==> src/rtl/xor_pkg.sv <==
// Shared types for the XOR chaining encryptor output path.
package xor_pkg;

    localparam int unsigned BLK_W_DEFAULT = 256;
    localparam int unsigned BLK_BYTES     = BLK_W_DEFAULT / 8;

    typedef logic [7:0]                     xor_byte_t;
    typedef logic [$clog2(BLK_BYTES)-1:0]   byte_idx_t;

    typedef enum logic {
        StIdle,
        StSend
    } ser_state_e;

endpackage

==> src/rtl/xor_blk_fifo.sv <==
// Pointer-based synchronous block FIFO; pointers carry an extra wrap bit for full/empty.
module xor_blk_fifo #(
    parameter int unsigned Width = 256,
    parameter int unsigned Depth = 2
) (
    input  logic             clk_i,
    input  logic             rst_ni,
    input  logic             push_i,
    input  logic             pop_i,
    input  logic [Width-1:0] wdata_i,
    output logic [Width-1:0] rdata_o,
    output logic             full_o,
    output logic             empty_o
);

    localparam int unsigned AW = $clog2(Depth);

    logic [AW:0]      wptr_q, rptr_q;
    logic [Width-1:0] mem_q [Depth];

    // Pointer registers; a simultaneous push and pop on a full FIFO keeps occupancy.
    always_ff @(posedge clk_i or negedge rst_ni) begin
        if (!rst_ni) begin
            wptr_q <= '0;
            rptr_q <= '0;
        end else begin
            if (push_i) wptr_q <= wptr_q + 1'b1;
            if (pop_i)  rptr_q <= rptr_q + 1'b1;
        end
    end

    // Storage needs no reset; the pointers alone decide what is valid.
    always_ff @(posedge clk_i) begin
        if (push_i) mem_q[wptr_q[AW-1:0]] <= wdata_i;
    end

    assign rdata_o = mem_q[rptr_q[AW-1:0]];
    assign empty_o = (wptr_q == rptr_q);
    assign full_o  = (wptr_q[AW] != rptr_q[AW]) && (wptr_q[AW-1:0] == rptr_q[AW-1:0]);

endmodule

==> src/rtl/xor_block_serializer.sv <==
// Buffers ciphertext blocks and streams them out byte 0 first on a valid/ready interface.
module xor_block_serializer
    import xor_pkg::*;
#(
    parameter int unsigned BLK_W = 256,
    parameter int unsigned DEPTH = 2
) (
    input  logic                         clk_i,
    input  logic                         rst_ni,
    input  logic                         blk_valid_i,
    input  logic [BLK_W-1:0]             blk_data_i,
    output logic                         out_valid_o,
    input  logic                         out_ready_i,
    output xor_byte_t                    out_data_o,
    output logic [$clog2(BLK_W/8)-1:0]   out_idx_o,
    output logic                         out_last_o,
    output logic                         busy_o,
    output logic                         ovf_err_o,
    input  logic                         clr_err_i
);

    localparam int unsigned BlkBytes = BLK_W / 8;
    localparam int unsigned IdxW     = $clog2(BlkBytes);
    localparam logic [IdxW-1:0] LastIdx = IdxW'(BlkBytes - 1);

    ser_state_e       state_q, state_d;
    logic [BLK_W-1:0] shreg_q, shreg_d;
    logic [IdxW-1:0]  cnt_q, cnt_d;
    logic             ovf_q, ovf_d;

    logic             push, pop, drop, full, empty;
    logic [BLK_W-1:0] rdata;

    xor_blk_fifo #(
        .Width (BLK_W),
        .Depth (DEPTH)
    ) u_fifo (
        .clk_i   (clk_i),
        .rst_ni  (rst_ni),
        .push_i  (push),
        .pop_i   (pop),
        .wdata_i (blk_data_i),
        .rdata_o (rdata),
        .full_o  (full),
        .empty_o (empty)
    );

    // Pop frees a slot in the same cycle, so a full FIFO still accepts when popping.
    assign push = blk_valid_i && (!full || pop);
    assign drop = blk_valid_i && full && !pop;

    // Next-state: load from FIFO when idle or on the last-byte handshake, else shift.
    always_comb begin
        state_d     = state_q;
        shreg_d     = shreg_q;
        cnt_d       = cnt_q;
        pop         = 1'b0;
        out_valid_o = 1'b0;
        unique case (state_q)
            StIdle: begin
                if (!empty) begin
                    pop     = 1'b1;
                    shreg_d = rdata;
                    cnt_d   = '0;
                    state_d = StSend;
                end
            end
            StSend: begin
                out_valid_o = 1'b1;
                if (out_ready_i) begin
                    if (cnt_q != LastIdx) begin
                        shreg_d = shreg_q >> 8;
                        cnt_d   = cnt_q + 1'b1;
                    end else if (!empty) begin
                        pop     = 1'b1;
                        shreg_d = rdata;
                        cnt_d   = '0;
                    end else begin
                        // Clear so idle outputs read 0 rather than stale bytes.
                        shreg_d = '0;
                        cnt_d   = '0;
                        state_d = StIdle;
                    end
                end
            end
            default: state_d = StIdle;
        endcase
    end

    // Sticky overflow flag; a drop wins over a simultaneous clear.
    always_comb begin
        ovf_d = ovf_q;
        if (drop)           ovf_d = 1'b1;
        else if (clr_err_i) ovf_d = 1'b0;
    end

    // State, datapath and error registers.
    always_ff @(posedge clk_i or negedge rst_ni) begin
        if (!rst_ni) begin
            state_q <= StIdle;
            shreg_q <= '0;
            cnt_q   <= '0;
            ovf_q   <= 1'b0;
        end else begin
            state_q <= state_d;
            shreg_q <= shreg_d;
            cnt_q   <= cnt_d;
            ovf_q   <= ovf_d;
        end
    end

    assign out_data_o = shreg_q[7:0];
    assign out_idx_o  = cnt_q;
    assign out_last_o = (state_q == StSend) && (cnt_q == LastIdx);
    assign busy_o     = (state_q == StSend) || !empty;
    assign ovf_err_o  = ovf_q;

endmodule

==> config.mk <==
export PLATFORM = sky130hd
export DESIGN_NAME = xor_block_serializer
export DESIGN_NICKNAME = d
export VERILOG_FILES = /design/src/rtl/xor_pkg.sv /design/src/rtl/xor_blk_fifo.sv /design/src/rtl/xor_block_serializer.sv
export SDC_FILE = /design/constraint.sdc
export NUM_CORES = 1
export LEC_CHECK = 0
export ABC_AREA = 1
export CELL_PAD_IN_SITES_DETAIL_PLACEMENT = 0
export CELL_PAD_IN_SITES_GLOBAL_PLACEMENT = 2
export CORE_MARGIN = 2
export CORE_UTILIZATION = 39
export CTS_BUF_LIST = sky130_fd_sc_hd__clkbuf_4 sky130_fd_sc_hd__clkbuf_8
export CTS_CLUSTER_SIZE = 16
export DETAILED_ROUTE_END_ITERATION = 16
export PLACE_DENSITY = 0.94
export SETUP_SLACK_MARGIN = 0.3
export SLEW_MARGIN = 30
export SYNTH_ARGS = -nofsm -noshare
export SYNTH_HDL_FRONTEND = slang
export SYNTH_SLANG_ARGS = --single-unit
==> constraint.sdc <==
create_clock -name clk_i -period 17.9 [get_ports clk_i]
set_input_delay 1.79 -clock clk_i [delete_from_list [all_inputs] [get_ports clk_i]]
set_output_delay 1.79 -clock clk_i [all_outputs]
set_load 0.1 [all_outputs]
# Yosys cells after proc, flatten, opt, wreduce, memory -nomap -nowiden
# Memory sizes are Yosys's and may differ from the RTL's.
# Cells that the tools add are included.
# totals
in_bits	261
n_memories	1
wordCells	51
ram_bits	512
register_bits	267
out_inout_bits	17
# classes
n_eq_ne	7
bitwise_logic	1
reduce_logical	12
n_mux	21
n_addsub	3
# memory_table
name	words	width	read_ports	rd_ports_with_merged_regs	wr	line	rtl
u_fifo.mem_q	2	256	1	0	1	xor_blk_fifo.sv:19	logic [Width-1:0] mem_q [Depth];
# op_table
op	count
256-bit 2-to-1 mux	4
256-bit one-hot mux with 2 select lines	1
5-bit 2-to-1 mux	3
1-bit 2-to-1 mux	10
5-bit one-hot mux with 2 select lines	1
5-bit by 1-bit adder with 5-bit output, second input constant	1
5-bit equality test, second input constant	1
1-bit logical AND	5
5-bit inequality test, second input constant	1
2-bit by 1-bit adder with 2-bit output, second input constant	2
2-bit inequality test, second input constant	2
1-bit one-hot mux with 2 select lines	2
1-bit zero test	3
2-bit equality test	1
1-bit logical OR	2
2-bit AND reduction	1
2-bit nonzero test	1
1-bit equality test	1
1-bit inequality test	1
1-bit NOT	1

# Depth between registers and ports, before layout
# logic_depth
word_depth	9
ltp_mapped	11
depth_no_buf	11

# Cells and area by module
# A second synthesis with hierarchy kept.
# unflattened
hier_cells	3317
hier_area_um2	32513.7
# by_module_without_submodules
module	area_each_um2	cells_per_inst	n_inst	seq_area_each_um2
xor_blk_fifo	18948.2	1365	1	15474.8
xor_block_serializer	13565.5	1952	1	6581.3

# Worst setup path after synthesis
# OpenSTA, ideal clock, no wires.
# synth_path
path_type	input -> register
startpoint	input out_ready_i
endpoint	memory u_fifo.mem_q[1][0], enable pin
setup_ps	877
t_arrival_ps	12927
path_buffers	0
required_time_ps	17023
setup_slack_ps	4096
stages	6
path_cell_list	inv_1 > o21ai_0 > nand2_1 > nand2_1 > nand2_1 > nor2_1
# synth_via
elab_chain_cells	6
# synth_lines
item	line	rtl
start: declaration	xor_block_serializer.sv:13	input logic out_ready_i,
1-bit 2-to-1 mux	xor_block_serializer.sv:70	if (out_ready_i) begin
1-bit one-hot mux with 2 select lines	xor_block_serializer.sv:59	unique case (state_q)
1-bit logical OR	xor_block_serializer.sv:49	assign push = blk_valid_i && (!full || pop);
1-bit logical AND	xor_block_serializer.sv:49	
1-bit 2-to-1 mux	xor_blk_fifo.sv:34	if (push_i) mem_q[wptr_q[AW-1:0]] <= wdata_i;
1-bit 2-to-1 mux (not written as such)	xor_blk_fifo.sv:34	
end: declaration	xor_blk_fifo.sv:19	
# No other way between the ends.

# Final worst setup path
# layout_path
startpoint	register u_fifo.rptr_q[0]
endpoint	output busy_o
# layout_via
elab_chain_cells	3
# layout_lines
item	line	rtl
start: declaration	xor_blk_fifo.sv:18	logic [AW:0] wptr_q, rptr_q;
start signal: assignment	xor_blk_fifo.sv:28	if (pop_i) rptr_q <= rptr_q + 1'b1;
2-bit equality test	xor_blk_fifo.sv:38	assign empty_o = (wptr_q == rptr_q);
1-bit zero test	xor_block_serializer.sv:115	assign busy_o = (state_q == StSend) || !empty;
1-bit logical OR	xor_block_serializer.sv:115	
end: declaration	xor_block_serializer.sv:17	output logic busy_o,
# No other way between the ends.

==> key figures <==
Logic synthesis
  • Commonest cells post-synth: nand2_1, nor2_1, edfxtp_1
  • Ys flop type: edfxtp_1
  • Syn avg cell area: about 9.9 um2
  • Syn Std Cell Area: around 33,000 um2
  • Synth cell types: 24
  • Cells after synthesis: 3,296
  • EDFF count, synth: around 510
  • Largest area contributor in the netlist: edfxtp_1
  • Ys Warns: 0
  • Async S/R FF share, synth: 0.343
  • Sequential area share after synthesis: 0.678
  • Synth area leaders: edfxtp_1, dfrtp_1, nand2_1
  • Syn Nets: 3,559
  • Cell with the most instances after synthesis: nand2_1
  • Top-area cell type share of the netlist area: 0.473
  • Synth Register Bits: a little under 800

Clocking
  • CTS sink cnt: approximately 800
  • H-tree Lvls: 4
  • Setup Fix Bufs, Post-CTS: 0
  • Number of buffers inserted by hold repair at cts: 0
  • CTS tree: yes
  • Worst-Skew Late Latency: roughly 0.78 ns
  • Clk Tree Root Cell: clkbuf_8
  • Worst-path clk slew: roughly 0.060 ns
  • CTS buffer count: approximately 140
  • Clk buf depth: 3
  • Gates resized, CTS repair: 0

Floorplanning
  • Initial Utilization: 0.395
  • # IOs: 278
  • Chip Width: about 300 um
  • Die area: about 86,000 um2
  • Die H: roughly 300 um
  • Row count: ~110
  • Core area: 82,400 um2

Worst setup path
  • Crit-path max cell delay: about 1.2 ns
  • R2R cell count: 11
  • WP data required: 16.11 ns
  • Startpoint types: register
  • Slowest CP cell: clkdlybuf4s50_1
  • CP bufs+invs: 2
  • CP Max Fanout: just over 100
  • Critical-path cell list: inv_8 -> nand2_2 -> nand2_4 -> nand3_4 -> clkdlybuf4s50_1
  • Worst R2R Setup Slack: 13.56 ns
  • R2r endpoint: u_fifo.mem_q[0][56]
  • Worst setup EP type: output pin
  • Crit Reg-Reg Startpoint: out_idx_o[0]
  • CP arrival: roughly 3.4 ns
  • CP top delay family: buffers and inverters
  • Crit Path Class: register to output pin

Global route
  • Vias in the first global route: between 20,000 and 25,000
  • Tot GR Track Use: 0.189
  • Largest net degree at the start of global routing: between 100 and 150
  • Initial antenna violation count: 10
  • Total gr overflow: 0
  • First-pass GRT wire length: between 100,000 and 150,000 um

Run
  • Max Cap Violations: 0

Timing
  • F_max: 193 MHz
  • Final setup vio count: 0
  • RSZ-0062 raised after global routing: false
  • Min Hold Slack: between 0.4 and 0.5 ns
  • Final Hold Viols: 0
  • Fin. max-slew vios: 0
  • Fin Clk Skew: 0.0419 ns
  • Min cycle time layout: ~5.2 ns
  • Worst slew pin tran: about 1.0 ns
  • Setup TNS: 0 ns
  • Slew HR: 0.329
  • Post-route clock period utilization: 0.290

Finish
  • Fillers: approximately 7,700
  • Utilization after layout: 0.472
  • Nets: between 3,000 and 4,000
  • Share of post-route cells with drive strength above 1: 0.0773
  • Area grow syn2layout: 19.5%
  • Non-Filler Instances: roughly 4,700

Route
  • Wire per inst: 17.1 um
  • Number of vias per cell: between 4 and 5
  • Post-detailed-route count of antenna-violating nets: 0
  • WL final: between 80,000 and 90,000 um
  • Drc violations: 0
  • Initial DRC count: ~1,300
  • Total number of vias: 22,600
  • DR pass1 iterations: 5

Pwr
  • Clock power frac: 0.317
  • Seq pwr share: 0.476
  • Switching Fraction: 0.313
  • Pwr Density: between 100 and 150 nW/um2
  • Overall power: about 5.3 mW
  • Switch Pwr: approximately 1.6 mW
  • Peak supply drop: about 90 uV
  • Comb pwr share: 0.206
  • Int Pwr: approximately 3.6 mW
  • Lkg Pwr: ~16 nW

Placed design
  • Detailed placement HPWL: about 47,000 um
  • Placed cell count: between 4,000 and 5,000
  • Buffers on Ports: roughly 280
  • Routability cong.: approximately 0.74

Outcome
  • Status: completed

Worst hold path
  • Worst Hold Depth: 1
  • Hold Path End: u_fifo.rptr_q[1]
  • Hold WC Path Type: register to register
  • Hold Crit Start: u_fifo.rptr_q[1]
-- kinds of logic (layout without fill, tap and decap cells) --
family | count (synthesis) | after routing | share of synthesized area
buf+inv | 461 | 814 | 0.0598
simple gates | 1778 | 1778 | 0.217
flops | 779 | 779 | 0.678
other cells | 0 | 4 | 0
fa+ha+maj | 2 | 2 | 0.000769
xor+xnor | 3 | 3 | 0.000808
compound gates | 265 | 265 | 0.0411
mux | 8 | 8 | 0.00246
-- power groups by stage --
| stage | logic [mW] | clock network, mW | registers [mW] |
|---|---|---|---|
| floorplan | 0.718 | 0 | 2.63 |
| global placement | 1.09 | 0 | 2.53 |
| detailed placement | 1.10 | 0 | 2.54 |
| CTS | 1.10 | 1.72 | 2.51 |
| global route | 1.23 | 1.80 | 2.55 |
| finish | 1.09 | 1.67 | 2.51 |
-- how the worst max path moves through the flow --
stage / from / endpoint / slack, ns / cells after the start
CTS: out_ready_i / u_fifo.mem_q[1][249] / 12.43 / 9
global route: u_fifo.rptr_q[0] / busy_o / 12.53 / 5
global placement: out_ready_i / u_fifo.mem_q[1][213] / 11.70 / 9
detailed placement: out_ready_i / u_fifo.mem_q[1][222] / 11.61 / 9
floorplan: out_ready_i / u_fifo.mem_q[1][0] / 4.10 / 6
finish: u_fifo.rptr_q[0] / busy_o / 12.71 / 5
-- layout make-up --
type,count,area (um2),share of cell area
well taps,1070,1340,0.0345
multi-input cells,2056,8560,0.220
repair buffers,304,3050,0.0785
clock buffers,214,2560,0.0658
flip-flops and latches,779,22100,0.568
diodes,4,10.0,0.000258
clock inverters,37,279,0.00718
inverters,259,992,0.0255
-- flip-flops by register name, summed over array words and instances, names as in the netlist --
signal	flops
out_idx_o	5
ovf_err_o	1
shreg_q	256
state_q	1
u_fifo.mem_q	512
u_fifo.rptr_q	2
u_fifo.wptr_q	2
-- through the flow --
step | setup WS (ns) | cell area [um2]
CTS | 12.43 | 38800
floorplan | 4.10 | 32500
finish | 12.71 | 38900
detailed placement | 11.61 | 35900
global placement | 11.70 | 35900
global route | 12.53 | 38900
-- per-layer routing --
| metal | up-vias | routed length, um | share of wire | track usage |
|---|---|---|---|---|
| met5 | - | 46 | 0.00057 | 0 |
| met4 | 8 | 1340 | 0.017 | 0.0548 |
| met3 | 100 | 4680 | 0.058 | 0.0464 |
| met2 | 533 | 36900 | 0.46 | 0.290 |
| met1 | 10900 | 37600 | 0.47 | 0.267 |
| li1 | 11100 | - | - | - |
-- layout by cell type, fill, tap and decap left out, types with 15 or more instances in the layout --
| cell type | Yosys | layout |
|---|---|---|
| a21oi_1 | 251 | 251 |
| inv_1 | 258 | 257 |
| clkdlybuf4s50_1 | 0 | 275 |
| clkbuf_8 | 0 | 152 |
| clkbuf_4 | 0 | 62 |
| nor2_1 | 748 | 747 |
| dfrtp_1 | 267 | 266 |
| nand2_1 | 764 | 764 |
| buf_4 | 13 | 15 |
| nand3_1 | 256 | 256 |
| edfxtp_1 | 512 | 512 |
No activity file was read; power rests on OpenSTA's default activity.
